File: config.mk
export PLATFORM = sky130hd
export DESIGN_NAME = adder_top_flat
export DESIGN_NICKNAME = d
export VERILOG_FILES = /design/src/rtl/adder_top_if.sv /design/src/rtl/adder_top.sv /design/src/flat_wrapper.sv
export SDC_FILE = /design/constraint.sdc
export NUM_CORES = 1
export LEC_CHECK = 0
export CORE_UTILIZATION = 39
export DETAILED_ROUTE_END_ITERATION = 8
export PLACE_DENSITY = 0.75
export SETUP_SLACK_MARGIN = 0.2
export SYNTH_ARGS = -nofsm -noshare
export SYNTH_HDL_FRONTEND = slang
export SYNTH_SLANG_ARGS = --single-unit
File: constraint.sdc
create_clock -name clk -period 2 [get_ports clk]
set_input_delay 0.2 -clock clk [delete_from_list [all_inputs] [get_ports clk]]
set_output_delay 0.2 -clock clk [all_outputs]
set_load 0.01 [all_outputs]
File: src/rtl/adder_top_if.sv
// Operand/result bundle for the 8-bit registered lookahead adder.
// The master drives operands; the slave returns the registered sum.
interface adder_top_if;
    logic [7:0] a;
    logic [7:0] b;
    logic       cin;
    logic [7:0] s;
    logic       cout;

    modport master (
        output a,
        output b,
        output cin,
        input  s,
        input  cout
    );

    modport slave (
        input  a,
        input  b,
        input  cin,
        output s,
        output cout
    );
endinterface

File: src/rtl/adder_top.sv
// 8-bit two-level carry-lookahead adder with a single output register.
// Two 4-bit lookahead groups joined by a second-level group lookahead.
module adder_top (
    input  logic       clk,
    input  logic       rst,
    adder_top_if.slave bus
);
    logic [7:0] p;
    logic [7:0] g;
    logic [7:0] c;
    logic [4:0] grp0;
    logic [4:0] grp1;
    logic       c4;
    logic       c8;
    logic [7:0] s_next;

    // Returns {GG, PG, c3, c2, c1} for one 4-bit group.
    function automatic logic [4:0] cla4(
        input logic [3:0] pp,
        input logic [3:0] gg,
        input logic       ci
    );
        logic [4:0] r;
        r[0] = gg[0]
             | (pp[0] & ci);
        r[1] = gg[1]
             | (pp[1] & gg[0])
             | (pp[1] & pp[0] & ci);
        r[2] = gg[2]
             | (pp[2] & gg[1])
             | (pp[2] & pp[1] & gg[0])
             | (pp[2] & pp[1] & pp[0] & ci);
        r[3] = &pp;
        r[4] = gg[3]
             | (pp[3] & gg[2])
             | (pp[3] & pp[2] & gg[1])
             | (pp[3] & pp[2] & pp[1] & gg[0]);
        return r;
    endfunction

    always_comb begin
        p    = bus.a ^ bus.b;
        g    = bus.a & bus.b;
        grp0 = cla4(p[3:0], g[3:0], bus.cin);
        c4   = grp0[4] | (grp0[3] & bus.cin);
        c8   = grp1[4]
             | (grp1[3] & grp0[4])
             | (grp1[3] & grp0[3] & bus.cin);
        c    = {grp1[2:0], c4, grp0[2:0], bus.cin};
        s_next = p ^ c;
    end

    // Group 1 is fed from the second-level c4, never from group 0 sums.
    assign grp1 = cla4(p[7:4], g[7:4], c4);

    always_ff @(posedge clk) begin
        if (rst) begin
            bus.s    <= 8'h00;
            bus.cout <= 1'b0;
        end else begin
            bus.s    <= s_next;
            bus.cout <= c8;
        end
    end
endmodule

File: src/flat_wrapper.sv
// flat-port wrapper written by rule: the top's interface ports become plain ports
module adder_top_flat 
  (clk, rst, bus_a, bus_b, bus_cin, bus_s, bus_cout);
  adder_top_if bus_i ();
  input  logic clk;
  input  logic rst;
  input wire logic [$bits(bus_i.a)-1:0] bus_a;
  input wire logic [$bits(bus_i.b)-1:0] bus_b;
  input wire logic [$bits(bus_i.cin)-1:0] bus_cin;
  output wire logic [$bits(bus_i.s)-1:0] bus_s;
  output wire logic [$bits(bus_i.cout)-1:0] bus_cout;
  assign bus_i.a = bus_a;
  assign bus_i.b = bus_b;
  assign bus_i.cin = bus_cin;
  assign bus_s = bus_i.s;
  assign bus_cout = bus_i.cout;
  adder_top u_core (.clk(clk), .rst(rst), .bus(bus_i));
endmodule
==> out/metrics.csv <==
metric;value;unit
status;complete, no violations;
design.core.area;0.00133;mm2
min_delay_path_depth;4;
synth_sequential_area_ratio;31.2;%
grt.total_usage;19.1;%
grt_max_degree;13;
worstPathMaxFanout;3;
yosys_register_bits;9;
multi_input_area;403;um2
die-width;40.5;um
instances_no_fill;112;
report.final.hold_viol_count;0;
chipHeight;40.5;um
ir_drop_worst_vdd;261;uV
dieArea;0.00164;mm2
timing.final.crit_share;88.0;%
drt-vias-per-instance;4.96;
min-delay-start;bus_a[0];
hold_class;in2reg;
antenna_cells;0;
post-route-min-period;1.76;ns
dp.final_hpwl;1.02;mm
route.vias.total;556;
io_count;28;
drt_first_pass_iters;4;
drv.max_cap_violation_count;0;
synthesized_netlist_net_count;90;
cp_data_arrival_time;1.95;ns
cell_total_after_placement;106;
report.final.setup_viol;0;
fmax;0.568;GHz
vias_in_the_first_global_route;486;
total_leakage_power;0.000408;uW
tritoncts_clock_tree;done;
cts-htree-levels;1;
area.growth.synth_to_final;64.7;%
synthCells;61;
drt_iter0_drc;9;
final.fill_count;112;
syn_area_per_cell;9.48;um2
crit_path_start_kind;primary input;
post_cts_hold_buffer_count;0;
final_layout_size_suffix_gt1_share;18.6;%
antenna_violating_nets_post_route;0;
detail_route.wl_per_cell;11.5;um
routabilityCongestion;0.784;
postPlaceCellArea;893;um2
number_of_antenna_violations_at_the_first_check_in_global_routing;0;
crit_required;2.19;ns
clk_transition_reported_paths;0.06;ns
end_kind;flop;
grt_first_pass_wirelength;2.02;mm
number_of_cts_inserted_buffers;3;
synthesis.area;578;um2
finalWirelength;1.29;mm
final_area;952;um2
place.port_buffers;27;
number_of_nets_in_the_finished_design;127;
hold_path_end;u_core.bus.s[0];
globalRouteOverflowTotal;0;
timing_max_transition_violations_final;0;
power.density_cell_area;595;mW/mm2
clock_tree.root_cell;sky130_fd_sc_hd__clkbuf_4;
clock-sinks;9;
route.detailed.drc;0;
rows;13;
final-seq-area;180;um2
count_of_distinct_cell_types_in_the_synthesized_netlist;28;
worst-setup-path-type;in2reg;
worstMarginPinSlew;0.409;ns
yosysWarnings;0;
setup_repair_after_global_routing_missed_its_margin;no;
clock_path_buffers;2;
max_slew_margin;72.6;%
floorplan.initialDensity;43.3;%
==> repair_timing <==
| action | CTS | global route |
|---|---|---|
| setup buffers | 2 | 0 |
| pin swaps | 3 | 0 |
| setup endpoints to repair | 2 | 3 |
| gates resized for setup | 4 | 2 |
==> cells by family after synthesis <==
| family | after synthesis | synth area share (%) |
|---|---|---|
| AOI/OAI and AO/OA | 14 | 18.0 |
| adders and majority gates | 10 | 24.2 |
| buffers and inverters | 4 | 2.60 |
| DFF | 9 | 31.2 |
| muxes | 1 | 1.73 |
| xor gates and xnor gates | 3 | 4.55 |
| and+or+nand+nor | 20 | 17.8 |
==> area by class of cell <==
cell class	instances	area share, %
clock buffer	4	2.76
inverter	3	1.18
multi-input combinational	48	42.3
sequential	9	18.9
tap	15	1.97
timing repair buffer	33	32.9
==> layer usage <==
metal	part of all wire, %	track usage, %
met3	7.0	3.89
met1	46	24.4
met5	0	0
met4	1.8	15.0
met2	45	27.4
==> cell usage after synthesis, drive strengths merged <==
cell type	n	share of area (%)
dfxtp	9	31
ha	8	17
nand4	2	2.2
o21a	2	2.8
nand2	3	1.9
a31oi	1	1.1
inv	3	1.9
xnor2	1	1.5
and3	1	1.1
a21oi	3	2.6
xor2	2	3.0
a211o	1	1.7
a21o	1	1.3
nor3	3	2.6
clkbuf	1	0.65
a211oi	2	2.6
o31a	1	1.5
mux2i	1	1.7
nand3	1	1.7
nor3b	1	1.3
a2111o	1	1.9
nor2	7	4.5
o21ai	2	2.4
fa	2	6.9
nor2b	1	1.1
and2	1	1.3
==> power by group <==
| group | leakage [uW] | switching, uW | internal [uW] |
|---|---|---|---|
| sequential | 0.0000750 | 5.28 | 202 |
| combinational | 0.000318 | 92.1 | 133 |
| clock | 0.0000150 | 57.8 | 76.5 |
| total | 0.000408 | 155 | 411 |
==> state kept, by name (all words and copies together) (netlist names) <==
| register | flops |
|---|---|
| u_core.bus.s | 8 |
| u_core.bus.cout | 1 |
==> worst max-delay path, cell delays in order <==
cell	delay (ns)
sky130_fd_sc_hd__clkdlybuf4s50_1	0.47
sky130_fd_sc_hd__ha_2	0.28
sky130_fd_sc_hd__o21a_2	0.22
sky130_fd_sc_hd__nand3_2	0.09
sky130_fd_sc_hd__nand2_2	0.06
sky130_fd_sc_hd__fa_2	0.52
sky130_fd_sc_hd__nor2b_1	0.11
==> how the worst max path moves through the flow <==
| stage | end | slack [ns] | from | depth (start not counted) |
|---|---|---|---|---|
| 2_1_floorplan | u_core.bus.s[5] | 0.31 | bus_b[0] | 7 |
| 3_3_place_gp | u_core.bus.s[5] | -0.15 | bus_b[0] | 8 |
| 3_5_place_dp | u_core.bus.s[5] | -0.18 | bus_b[0] | 8 |
| 4_1_cts | u_core.bus.s[4] | 0.26 | bus_b[1] | 7 |
| 5_1_grt | u_core.bus.s[5] | 0.21 | bus_b[1] | 8 |
| 6_report | u_core.bus.s[4] | 0.24 | bus_b[1] | 7 |
==> through the flow <==
step                setup slack [ns]  total power, uW  hold WS (ns)  util, %  TNS [ns]
floorplan                      0.305              317         0.404        -         0
global placement              -0.151              422         0.932     67.0    -0.274
detailed placement            -0.176              426         0.935     67.0    -0.341
CTS                            0.263              567         0.503     70.3         0
global route                   0.211              608         0.536     71.4         0
finish                         0.240              567         0.504     71.4         0
==> layout by cell type (no fill, tap or decap), drive strengths merged, types with 2 or more instances in the layout <==
cell type | netlist | final
a211oi | 2 | 2
a21oi | 3 | 3
buf | 0 | 6
clkbuf | 1 | 4
clkdlybuf4s50 | 0 | 25
dfxtp | 9 | 9
dlygate4sd2 | 0 | 2
fa | 2 | 2
ha | 8 | 8
inv | 3 | 3
nand2 | 3 | 3
nand4 | 2 | 2
nor2 | 7 | 7
nor3 | 3 | 3
o21a | 2 | 2
o21ai | 2 | 2
xor2 | 2 | 2
Note: power is estimated with default switching activity, not from simulation.
